File: src/rtl/parser_chk_pkg.sv
// Shared types and helpers for the Ethernet parser protocol monitor.
// Error codes index both the per-channel fire vector and the sticky-flag slices.
package parser_chk_pkg;

  localparam int unsigned ERR_NUM   = 10;
  localparam int unsigned ERR_SLOTS = 16;

  typedef enum logic [3:0] {
    E_START_IN_FRAME = 4'd0,
    E_HDR_OUTSIDE    = 4'd1,
    E_HDR_DUP        = 4'd2,
    E_END_NO_START   = 4'd3,
    E_VALID_DROP     = 4'd4,
    E_TLAST_CHG      = 4'd5,
    E_META_NO_HDR    = 4'd6,
    E_META_OUT_FRAME = 4'd7,
    E_HDR_TIMEOUT    = 4'd8,
    E_FRAME_TOO_LONG = 4'd9
  } err_code_e;

  typedef enum logic [1:0] {
    IDLE = 2'd0,
    HDR  = 2'd1,
    PAY  = 2'd2
  } ch_state_e;

  // The counter must hold MAX_BEATS+1 so that "exceeds MAX_BEATS" is observable.
  function automatic int unsigned beat_cnt_w(input int unsigned max_beats);
    return $clog2(max_beats + 2);
  endfunction

  function automatic logic [4:0] popcnt16(input logic [15:0] v);
    logic [4:0] n;
    n = '0;
    for (int unsigned i = 0; i < 16; i++) n = n + 5'(v[i]);
    return n;
  endfunction

endpackage

File: src/rtl/parser_chk_channel.sv
// Per-channel protocol checker: frame FSM, beat watchdogs and AXI-stream stall history.
// Produces this cycle's fire vector and a clean-frame-closed strobe (both combinational).
module parser_chk_channel
  import parser_chk_pkg::*;
#(
  parameter int unsigned HDR_TIMEOUT = 64,
  parameter int unsigned MAX_BEATS   = 2048
) (
  input  logic        clk,
  input  logic        rst_n,
  input  logic        tvalid_i,
  input  logic        tready_i,
  input  logic        tlast_i,
  input  logic        frame_start_i,
  input  logic        frame_end_i,
  input  logic        header_done_i,
  input  logic        meta_valid_i,
  output logic [15:0] fire_o,
  output logic        frame_ok_o
);

  localparam int unsigned   BW      = beat_cnt_w(MAX_BEATS);
  localparam logic [BW-1:0] CNT_SAT = BW'(MAX_BEATS + 1);

  ch_state_e     state_q, state_d;
  ch_state_e     st_eff, st_h;
  logic [BW-1:0] beat_cnt_q, cnt_eff;
  logic          to_fired_q, long_fired_q, clean_q;
  logic          to_base, long_base, clean_base;
  logic          prev_valid_q, prev_ready_q, prev_last_q;
  logic          beat;

  assign beat = tvalid_i & tready_i;

  // Same-cycle ordering: start is applied first, then header_done; meta and end see the result.
  always_comb begin
    st_eff     = frame_start_i ? HDR : state_q;
    st_h       = (header_done_i && st_eff == HDR) ? PAY : st_eff;
    to_base    = frame_start_i ? 1'b0 : to_fired_q;
    long_base  = frame_start_i ? 1'b0 : long_fired_q;
    clean_base = frame_start_i ? 1'b1 : clean_q;
    cnt_eff    = beat_cnt_q;
    if (frame_start_i)
      cnt_eff = beat ? BW'(1) : '0;
    else if (state_q != IDLE && beat && beat_cnt_q != CNT_SAT)
      cnt_eff = beat_cnt_q + BW'(1);
  end

  always_ff @(posedge clk or negedge rst_n) begin
    if (!rst_n) state_q <= IDLE;
    else        state_q <= state_d;
  end

  always_comb begin
    state_d = st_h;
    if (frame_end_i) state_d = IDLE;
  end

  // A header_done on the same beat that crosses the limit still counts as in time.
  always_comb begin
    fire_o                   = '0;
    fire_o[E_START_IN_FRAME] = frame_start_i & (state_q != IDLE);
    fire_o[E_HDR_OUTSIDE]    = header_done_i & (st_eff == IDLE);
    fire_o[E_HDR_DUP]        = header_done_i & (st_eff == PAY);
    fire_o[E_END_NO_START]   = frame_end_i & (st_eff == IDLE);
    fire_o[E_VALID_DROP]     = prev_valid_q & ~prev_ready_q & ~tvalid_i;
    fire_o[E_TLAST_CHG]      = prev_valid_q & ~prev_ready_q & tvalid_i & (tlast_i ^ prev_last_q);
    fire_o[E_META_NO_HDR]    = meta_valid_i & (st_h == HDR);
    fire_o[E_META_OUT_FRAME] = meta_valid_i & (st_h == IDLE);
    fire_o[E_HDR_TIMEOUT]    = (st_h == HDR) & (32'(cnt_eff) > HDR_TIMEOUT) & ~to_base;
    fire_o[E_FRAME_TOO_LONG] = (st_eff != IDLE) & (32'(cnt_eff) > MAX_BEATS) & ~long_base;
    frame_ok_o               = frame_end_i & (st_eff != IDLE) & clean_base & ~(|fire_o);
  end

  always_ff @(posedge clk or negedge rst_n) begin
    if (!rst_n) begin
      beat_cnt_q   <= '0;
      to_fired_q   <= 1'b0;
      long_fired_q <= 1'b0;
      clean_q      <= 1'b0;
      prev_valid_q <= 1'b0;
      prev_ready_q <= 1'b0;
      prev_last_q  <= 1'b0;
    end else begin
      beat_cnt_q   <= cnt_eff;
      to_fired_q   <= to_base | fire_o[E_HDR_TIMEOUT];
      long_fired_q <= long_base | fire_o[E_FRAME_TOO_LONG];
      clean_q      <= clean_base & ~(|fire_o);
      prev_valid_q <= tvalid_i;
      prev_ready_q <= tready_i;
      prev_last_q  <= tlast_i;
    end
  end

endmodule

File: src/rtl/parser_protocol_monitor.sv
// Multi-channel, non-fatal protocol monitor for the Ethernet parser array.
// Aggregates per-channel fire vectors into a prioritised report, sticky flags and counters.
module parser_protocol_monitor
  import parser_chk_pkg::*;
#(
  parameter int unsigned  NUM_CH       = 4,
  parameter int unsigned  HDR_TIMEOUT  = 64,
  parameter int unsigned  MAX_BEATS    = 2048,
  parameter int unsigned  CNT_WIDTH    = 16,
  parameter int unsigned  FATAL_ON_ERR = 0,
  localparam int unsigned CH_W         = (NUM_CH > 1) ? $clog2(NUM_CH) : 1
) (
  input  logic                          clk,
  input  logic                          rst_n,
  input  logic [NUM_CH-1:0]             s_tvalid,
  input  logic [NUM_CH-1:0]             s_tready,
  input  logic [NUM_CH-1:0]             s_tlast,
  input  logic [NUM_CH-1:0]             frame_start,
  input  logic [NUM_CH-1:0]             frame_end,
  input  logic [NUM_CH-1:0]             header_done,
  input  logic [NUM_CH-1:0]             meta_valid,
  input  logic                          err_clr,
  output logic                          err_valid,
  output logic [CH_W-1:0]               err_ch,
  output logic [3:0]                    err_code,
  output logic [NUM_CH*16-1:0]          err_sticky,
  output logic [NUM_CH*CNT_WIDTH-1:0]   err_count,
  output logic [NUM_CH-1:0]             frames_ok
);

  localparam int unsigned    SUM_W   = CNT_WIDTH + 5;
  localparam logic [SUM_W-1:0] CNT_MAX = SUM_W'({CNT_WIDTH{1'b1}});

  logic [15:0]                fire [NUM_CH];
  logic [NUM_CH-1:0]          frame_ok_c;
  logic                       rpt_valid;
  logic [CH_W-1:0]            rpt_ch;
  logic [3:0]                 rpt_code;
  logic                       err_valid_q;
  logic [CH_W-1:0]            err_ch_q;
  logic [3:0]                 err_code_q;
  logic [NUM_CH-1:0]          frames_ok_q;
  logic [NUM_CH*16-1:0]       sticky_q, sticky_d;
  logic [NUM_CH*CNT_WIDTH-1:0] count_q, count_d;

  for (genvar g = 0; g < NUM_CH; g++) begin : g_ch
    parser_chk_channel #(
      .HDR_TIMEOUT (HDR_TIMEOUT),
      .MAX_BEATS   (MAX_BEATS)
    ) u_ch (
      .clk           (clk),
      .rst_n         (rst_n),
      .tvalid_i      (s_tvalid[g]),
      .tready_i      (s_tready[g]),
      .tlast_i       (s_tlast[g]),
      .frame_start_i (frame_start[g]),
      .frame_end_i   (frame_end[g]),
      .header_done_i (header_done[g]),
      .meta_valid_i  (meta_valid[g]),
      .fire_o        (fire[g]),
      .frame_ok_o    (frame_ok_c[g])
    );
  end

  // Lowest channel wins; within it the descending scan leaves the lowest code.
  always_comb begin
    rpt_valid = 1'b0;
    rpt_ch    = '0;
    rpt_code  = '0;
    for (int unsigned c = 0; c < NUM_CH; c++) begin
      if (!rpt_valid && (|fire[c])) begin
        rpt_valid = 1'b1;
        rpt_ch    = CH_W'(c);
        for (int unsigned k = ERR_NUM; k > 0; k--)
          if (fire[c][k-1]) rpt_code = 4'(k - 1);
      end
    end
  end

  // Clear is applied before this cycle's firings so new violations survive err_clr.
  always_comb begin
    logic [CNT_WIDTH-1:0] base;
    logic [SUM_W-1:0]     sum;
    sticky_d = '0;
    count_d  = '0;
    base     = '0;
    sum      = '0;
    for (int unsigned c = 0; c < NUM_CH; c++) begin
      sticky_d[c*16 +: 16] = (err_clr ? 16'h0000 : sticky_q[c*16 +: 16]) | fire[c];
      base = err_clr ? '0 : count_q[c*CNT_WIDTH +: CNT_WIDTH];
      sum  = SUM_W'(base) + SUM_W'(popcnt16(fire[c]));
      count_d[c*CNT_WIDTH +: CNT_WIDTH] = (sum > CNT_MAX) ? '1 : sum[CNT_WIDTH-1:0];
    end
  end

  always_ff @(posedge clk or negedge rst_n) begin
    if (!rst_n) begin
      err_valid_q <= 1'b0;
      err_ch_q    <= '0;
      err_code_q  <= '0;
      frames_ok_q <= '0;
      sticky_q    <= '0;
      count_q     <= '0;
    end else begin
      err_valid_q <= rpt_valid;
      if (rpt_valid) begin
        err_ch_q   <= rpt_ch;
        err_code_q <= rpt_code;
      end
      frames_ok_q <= frame_ok_c;
      sticky_q    <= sticky_d;
      count_q     <= count_d;
    end
  end

  assign err_valid  = err_valid_q;
  assign err_ch     = err_ch_q;
  assign err_code   = err_code_q;
  assign frames_ok  = frames_ok_q;
  assign err_sticky = sticky_q;
  assign err_count  = count_q;

`ifndef SYNTHESIS
  if (FATAL_ON_ERR != 0) begin : g_fatal
    always_ff @(posedge clk) begin
      if (rst_n && rpt_valid)
        $fatal(1, "parser_protocol_monitor: violation on channel %0d, code %0d", rpt_ch, rpt_code);
    end
  end
`endif

endmodule

File: config.mk
export PLATFORM = sky130hd
export DESIGN_NAME = parser_protocol_monitor
export DESIGN_NICKNAME = d
export VERILOG_FILES = /design/src/rtl/parser_chk_pkg.sv /design/src/rtl/parser_chk_channel.sv /design/src/rtl/parser_protocol_monitor.sv
export SDC_FILE = /design/constraint.sdc
export NUM_CORES = 1
export LEC_CHECK = 0
export BUFFER_PORTS_ARGS = -buffer_cell sky130_fd_sc_hd__buf_2
export CAP_MARGIN = 0
export CELL_PAD_IN_SITES_DETAIL_PLACEMENT = 1
export CELL_PAD_IN_SITES_GLOBAL_PLACEMENT = 2
export CORE_ASPECT_RATIO = 0.5
export CORE_MARGIN = 4
export CORE_UTILIZATION = 35
export DETAILED_ROUTE_END_ITERATION = 7
export PLACE_DENSITY = 0.76
export SLEW_MARGIN = 20
export SYNTH_ARGS = -nofsm -noshare
export SYNTH_HDL_FRONTEND = slang
export SYNTH_SLANG_ARGS = --single-unit
File: constraint.sdc
create_clock -name clk -period 11.6 [get_ports clk]
set_input_delay 1.16 -clock clk [delete_from_list [all_inputs] [get_ports clk]]
set_output_delay 1.16 -clock clk [all_outputs]
set_load 0.005 [all_outputs]
==> Word level (Yosys, flattened, before mapping) <==
Cells that the tools add are included.
{ "word_totals": {"reg_bits": 219, "inputBits": 31, "elab_cells": 359, "output_inout_bits": 139} }
{ "classes": {"order_cmp": 12, "muxes": 99, "reduce_logical": 38, "add_sub_neg": 44, "n_eq_ne": 16, "n_bitwise": 112} }
{ "ops": {"columns": ["operator", "count"], "rows": [
  ["two-way mux 16 bit", 12],
  ["two-way mux 4 bit", 44],
  ["adder 5 x 1 -> 5 bit", 20],
  ["two-way mux 12 bit", 8],
  ["bitwise AND 1 bit", 76],
  ["adder 16 x 5 -> 17 bit", 4],
  ["greater-than comparator 17 x 16 -> 1 bit, second input constant", 4],
  ["OR 16 x 10 -> 16 bit", 4],
  ["adder 12 x 1 -> 12 bit, second input constant", 4],
  ["greater-than comparator 12 bit, second input constant", 4],
  ["greater-than comparator 12 x 7 -> 1 bit, second input constant", 4],
  ["!= test 12 bit, second input constant", 4],
  ["OR reduction 10 bit", 4],
  ["two-way mux 2 bit", 14],
  ["two-way mux 1 bit", 21],
  ["adder 4 x 1 -> 5 bit", 4],
  ["inverter 1 bit", 20],
  ["adder 3 x 1 -> 4 bit", 4],
  ["== test 2 x 1 -> 1 bit, second input constant", 8],
  ["logical NOT 2 bit", 8],
  ["nonzero test 2 bit", 8],
  ["logical AND 1 bit", 15],
  ["adder 2 x 1 -> 3 bit", 4],
  ["adder 1 x 1 -> 2 bit", 4],
  ["other kinds (4)", 19]
]} }

==> Longest topological paths before layout <==
{ "logic_depth": {"word_depth": 52, "mapped_depth": 25, "ltp_nobuf": 24} }

==> Hierarchy <==
A second synthesis with hierarchy kept.
{ "unflattened": {"hier_cells": 1407, "hier_area_um2": 13656.8} }
{ "modules_own_cells": {"columns": ["mod", "n_inst", "seq_area_each_um2", "area_per_inst_um2", "cells_each"], "rows": [
  ["parser_protocol_monitor", 1, 3478.3, 8271.7, 787],
  ["parser_chk_channel", 4, 500.5, 1346.3, 155]
]} }

==> Least setup slack after synthesis <==
OpenSTA, ideal clock, no wires.
{ "synth_timing": {"path_type": "input to register", "start": "input port s_tready[3]", "end": "register count_q[57], in the netlist err_count[57]", "required_time_ns": 11.517, "setup_time_ns": 0.083, "arrival_time_ns": 6.345, "cell_stages": 20, "path_buffers": 1, "setup_slack_ns": 5.173, "path_cell_list": "o211ai_4 -> nor4_1 -> mux2_4 -> or4_4 -> nor4b_4 -> nor4b_2 -> fa_1 -> inv_1 -> fa_1 -> fa_1 -> fa_1 -> fa_1 -> nor2b_1 -> o21ai_0 -> nand2b_1 -> nor2b_1 -> and3_1 -> nand4_1 -> clkbuf_1 -> o21ai_0"} }
{ "synth_between": {"elab_chain_cells": 13, "elab_cells_between_ends": 17} }
{ "synth_rtl": {"columns": ["element", "line", "source"], "rows": [
  ["from (decl)", "parser_protocol_monitor.sv:16", "input logic [NUM_CH-1:0] s_tready,"],
  ["bitwise AND 1 bit (*)", "parser_chk_channel.sv:33", "assign beat = tvalid_i & tready_i;"],
  ["logical AND 1 bit (*) (2 in series)", "parser_chk_channel.sv:45", "else if (state_q != IDLE && beat && beat_cnt_q != CNT_SAT)"],
  ["two-way mux 12 bit (*)", "parser_chk_channel.sv:45", null],
  ["two-way mux 12 bit (*)", "parser_chk_channel.sv:43", "if (frame_start_i)"],
  ["net g_ch[3].u_ch.cnt_eff[10]", "parser_chk_channel.sv:27", "logic [BW-1:0] beat_cnt_q, cnt_eff;"],
  ["greater-than comparator 12 x 7 -> 1 bit", "parser_chk_channel.sv:70", "fire_o[E_HDR_TIMEOUT] = (st_h == HDR) & (32'(cnt_eff) > HDR_TIMEOUT) & ~to_base;"],
  ["bitwise AND 1 bit (2 in series)", "parser_chk_channel.sv:70", null],
  ["adder 5 x 1 -> 5 bit", "parser_chk_pkg.sv:35", "for (int unsigned i = 0; i < 16; i++) n = n + 5'(v[i]);"],
  ["adder 5 x 1 -> 5 bit (*)", "parser_chk_pkg.sv:35", null],
  ["adder 16 x 5 -> 17 bit (*)", "parser_protocol_monitor.sv:91", "sum = SUM_W'(base) + SUM_W'(popcnt16(fire[c]));"],
  ["greater-than comparator 17 x 16 -> 1 bit", "parser_protocol_monitor.sv:92", "count_d[c*CNT_WIDTH +: CNT_WIDTH] = (sum > CNT_MAX) ? '1 : sum[CNT_WIDTH-1:0];"],
  ["two-way mux 16 bit (*)", "parser_protocol_monitor.sv:92", null],
  ["net count_d[57]", "parser_protocol_monitor.sv:44", "logic [NUM_CH*CNT_WIDTH-1:0] count_q, count_d;"],
  ["to (signal assigned)", "parser_protocol_monitor.sv:112", "count_q <= count_d;"],
  ["to (decl)", "parser_protocol_monitor.sv:44", null]
]} }
Mark *: on every way through the listed nets, which the timed path passes. The rest lies on a longest branch.
A chain may end at the register's enable or synchronous reset.

==> Final worst setup path <==
{ "layout_timing": {"start": "input port s_tvalid[1]", "end": "register count_q[18], in the netlist err_count[18]"} }
{ "layout_between": {"elab_chain_cells": 13, "elab_cells_between_ends": 25} }
{ "layout_rtl": {"columns": ["element", "line", "source"], "rows": [
  ["from (decl)", "parser_protocol_monitor.sv:15", "input logic [NUM_CH-1:0] s_tvalid,"],
  ["bitwise AND 1 bit (*)", "parser_chk_channel.sv:33", null],
  ["logical AND 1 bit (*) (2 in series)", "parser_chk_channel.sv:45", null],
  ["two-way mux 12 bit (*)", "parser_chk_channel.sv:45", null],
  ["two-way mux 12 bit (*)", "parser_chk_channel.sv:43", null],
  ["net g_ch[1].u_ch.cnt_eff[11]", "parser_chk_channel.sv:27", null],
  ["greater-than comparator 12 x 7 -> 1 bit", "parser_chk_channel.sv:70", null],
  ["bitwise AND 1 bit (2 in series)", "parser_chk_channel.sv:70", null],
  ["adder 5 x 1 -> 5 bit", "parser_chk_pkg.sv:35", null],
  ["adder 5 x 1 -> 5 bit (*)", "parser_chk_pkg.sv:35", null],
  ["adder 16 x 5 -> 17 bit (*)", "parser_protocol_monitor.sv:91", null],
  ["greater-than comparator 17 x 16 -> 1 bit", "parser_protocol_monitor.sv:92", null],
  ["two-way mux 16 bit (*)", "parser_protocol_monitor.sv:92", null],
  ["net count_d[18]", "parser_protocol_monitor.sv:44", null]
]} }
Marked as above.

==> flow_summary.json <==
{
  "p_per_area_mw_per_mm2": 128,
  "synth_area_mm2": 0.0116,
  "layout_common_cells": "dfrtp_1 (195), buf_2 (144), nand2_1 (109), nor2_1 (102), o21ai_0 (84)",
  "rsz0062_at_grt": "false",
  "power_leakage_nw": 6.57,
  "postCtsSetupBuffers": 0,
  "antenna_cells": 0,
  "viasPerCell": 5.26,
  "antenna_found_initial": 0,
  "hold_buffers": 0,
  "relSlewSlack": 0.342,
  "cts_sinks": 195,
  "grt_use_total": 0.185,
  "die_area_mm2": 0.0363,
  "worstPathArrival_ps": 7390,
  "cts_max_level": 4,
  "crit_type": "in2reg",
  "yosysTopAreaCell": "dfrtp_1",
  "cts_buffers": 17,
  "fin_nets": 1443,
  "drtIter0Drc": 437,
  "tightest_slew_ps": 982,
  "start_kind": "primary input",
  "dieHeight_um": 137,
  "period_needed_ps": 7050,
  "grt_start_max_net_pins": 85,
  "crit_fanout": 14,
  "final_hold_viol_count": 0,
  "insertion_delay_ps": 450,
  "core_mm2": 0.0322,
  "drc": 0,
  "status": "finished, final reports clean",
  "avgSynthCellArea_um2": 9.43,
  "drive_gt1_frac": 0.161,
  "holdPathEnd": "g_ch[2].u_ch.clean_q",
  "ys_ff_latch": 195,
  "max_freq_mhz": 142,
  "ys_seq_area_frac": 0.421,
  "instances_no_fill": 1796,
  "ioPinCount": 170,
  "cts_resized": 0,
  "syn_to_final_growth_pct": 14.1,
  "fill_cells": 3728,
  "grt_pass1_wl_um": 54000,
  "routedWlPerCell_um": 18.5,
  "syn_inst": 1230,
  "clk_pin_slew_ps": 70,
  "ant_nets": 0,
  "initial_core_util": 0.361,
  "regToRegSetupSlack_ps": 4580,
  "max_cap_viol_count": 0,
  "vias": 9455,
  "synth.distinct_cells": 90,
  "die_x_um": 265,
  "grt-ovfl-total": 0,
  "finalCritPeriodShare": 0.607,
  "final.setup_skew_ps": 8.06,
  "rows": 46,
  "end_kind": "register",
  "yosysWarningCount": 0,
  "dp_cells": 1765,
  "setup_viol": 0,
  "ys_top_cells_by_area": "dfrtp_1 (42%), fa_1 (4.8%), o21ai_0 (3.6%)",
  "r2r_end": "err_count[60]",
  "routed_wl_um": 33200,
  "tritoncts": "yes",
  "place.gp.congestion": 0.836,
  "final_common_cell": "dfrtp_1",
  "hold_depth": 1,
  "ctsLongestPathBuffers": 2,
  "synthFlopType": "dfrtp_1",
  "dpl.hpwl_um": 24400,
  "r2r_cells": 20,
  "cp.required_ps": 11950,
  "synth_top_area_frac": 0.421,
  "hold_start": "g_ch[2].u_ch.clean_q",
  "first_pass_iters": 4,
  "fin_ws_ps": 4550,
  "r2r_start": "g_ch[3].u_ch.beat_cnt_q[0]",
  "async_reset_ff_frac": 1.00,
  "vdd_drop_max_mv": 0.0927,
  "hp-class": "reg2reg",
  "place_ws_ps": 4100,
  "synth_edf_count": 0,
  "cts_root_buf": "clkbuf_16",
  "setup_tns_ps": 0,
  "drv_slew": 0,
  "first_global_vias": 9935,
  "port-buffer-count": 145
}
worst max-delay path, stage by stage:
cell and delay (ps):
buf_2 160, o2111ai_1 280, nor2_1 500, nand4_1 170, mux2_2 300, o21ai_0 220, nor3b_2 450, fa_1 480
inv_1 80, fa_1 420, fa_1 460, fa_1 430, fa_1 410, nor2b_1 150, o21ai_0 150, nand2b_1 170
nand2_1 110, nor2_1 210, and3_1 230, nand4_1 550, o21ai_0 300
cells in the mapped netlist (all sizes together), types with 5 or more instances:
| cell | number |
|---|---|
| a211oi | 13 |
| a21o | 32 |
| a21oi | 43 |
| a31oi | 7 |
| and2 | 8 |
| and3 | 27 |
| and4 | 6 |
| buf | 40 |
| clkbuf | 31 |
| dfrtp | 195 |
| fa | 28 |
| ha | 32 |
| inv | 79 |
| mux2 | 7 |
| mux2i | 9 |
| nand2 | 109 |
| nand2b | 20 |
| nand3 | 47 |
| nand4 | 25 |
| nor2 | 102 |
| nor2b | 53 |
| nor3 | 20 |
| nor3b | 9 |
| nor4 | 16 |
| nor4b | 7 |
| o2111ai | 6 |
| o211ai | 10 |
| o21a | 6 |
| o21ai | 90 |
| o31ai | 5 |
| or2 | 6 |
| or3 | 10 |
| or4 | 7 |
| xnor2 | 40 |
| xor2 | 28 |
registers in the layout (all words and copies together) (netlist names), 8 cells and up:
| signal | count |
|---|---|
| err_sticky | 40 |
| g_ch.u_ch.beat_cnt_q | 48 |
| g_ch.u_ch.state_q | 8 |
| err_count | 64 |
per-stage QoR:
step,area [µm²],util,total power [W],hold WS [ps]
detailed placement,12600,0.392,0.00107,458
finish,13200,0.411,0.00169,471
floorplan,11700,-,0.000944,437
global route,13200,0.411,0.00179,480
CTS,13200,0.411,0.00172,476
global placement,12600,0.392,0.00106,451
per-layer routing:
layer  vias up  track usage  wire [µm]
li1       4471            -          -
met1      4824        0.241      15100
met2       117        0.315      16300
met3        43       0.0298        935
met4         0       0.0665        873
met5         -            0          0
area by class of cell:
class                      instances  area (µm²)  share of cell area
multi-input combinational        907        6120               0.463
sequential                       195        4880               0.369
timing repair buffer             151         779              0.0589
tap                              432         541              0.0408
clock buffer                      23         488              0.0369
inverter                          80         300              0.0227
clock inverter                     8         125             0.00945
cells by family after synthesis:
family / Yosys count / synth area share
muxes: 16 / 0.0152
adders and majority gates: 60 / 0.0828
buffers and inverters: 151 / 0.0591
AOI/OAI and AO/OA: 255 / 0.148
xor gates and xnor gates: 68 / 0.0513
other: 1 / 0.000323
and+or+nand+nor: 484 / 0.223
DFF: 195 / 0.421
report_power, final:
part / switching [W] / leakage [nW] / internal, W / total, W
clock network: 0.000272 / 0.288 / 0.000361 / 0.000633
logic: 0.000179 / 3.66 / 0.000122 / 0.000301
registers: 0.0000327 / 2.62 / 0.000723 / 0.000756
worst max-delay path by stage:
stage	from	end	depth (start not counted)
global route	s_tvalid[1]	err_count[18]	21
floorplan	s_tready[3]	err_count[57]	20
detailed placement	s_tvalid[1]	err_count[18]	21
finish	s_tvalid[1]	err_count[18]	21
global placement	s_tvalid[1]	err_count[21]	21
CTS	g_ch[3].u_ch.beat_cnt_q[0]	err_count[60]	20
Note: power is estimated with default switching activity, not from simulation.
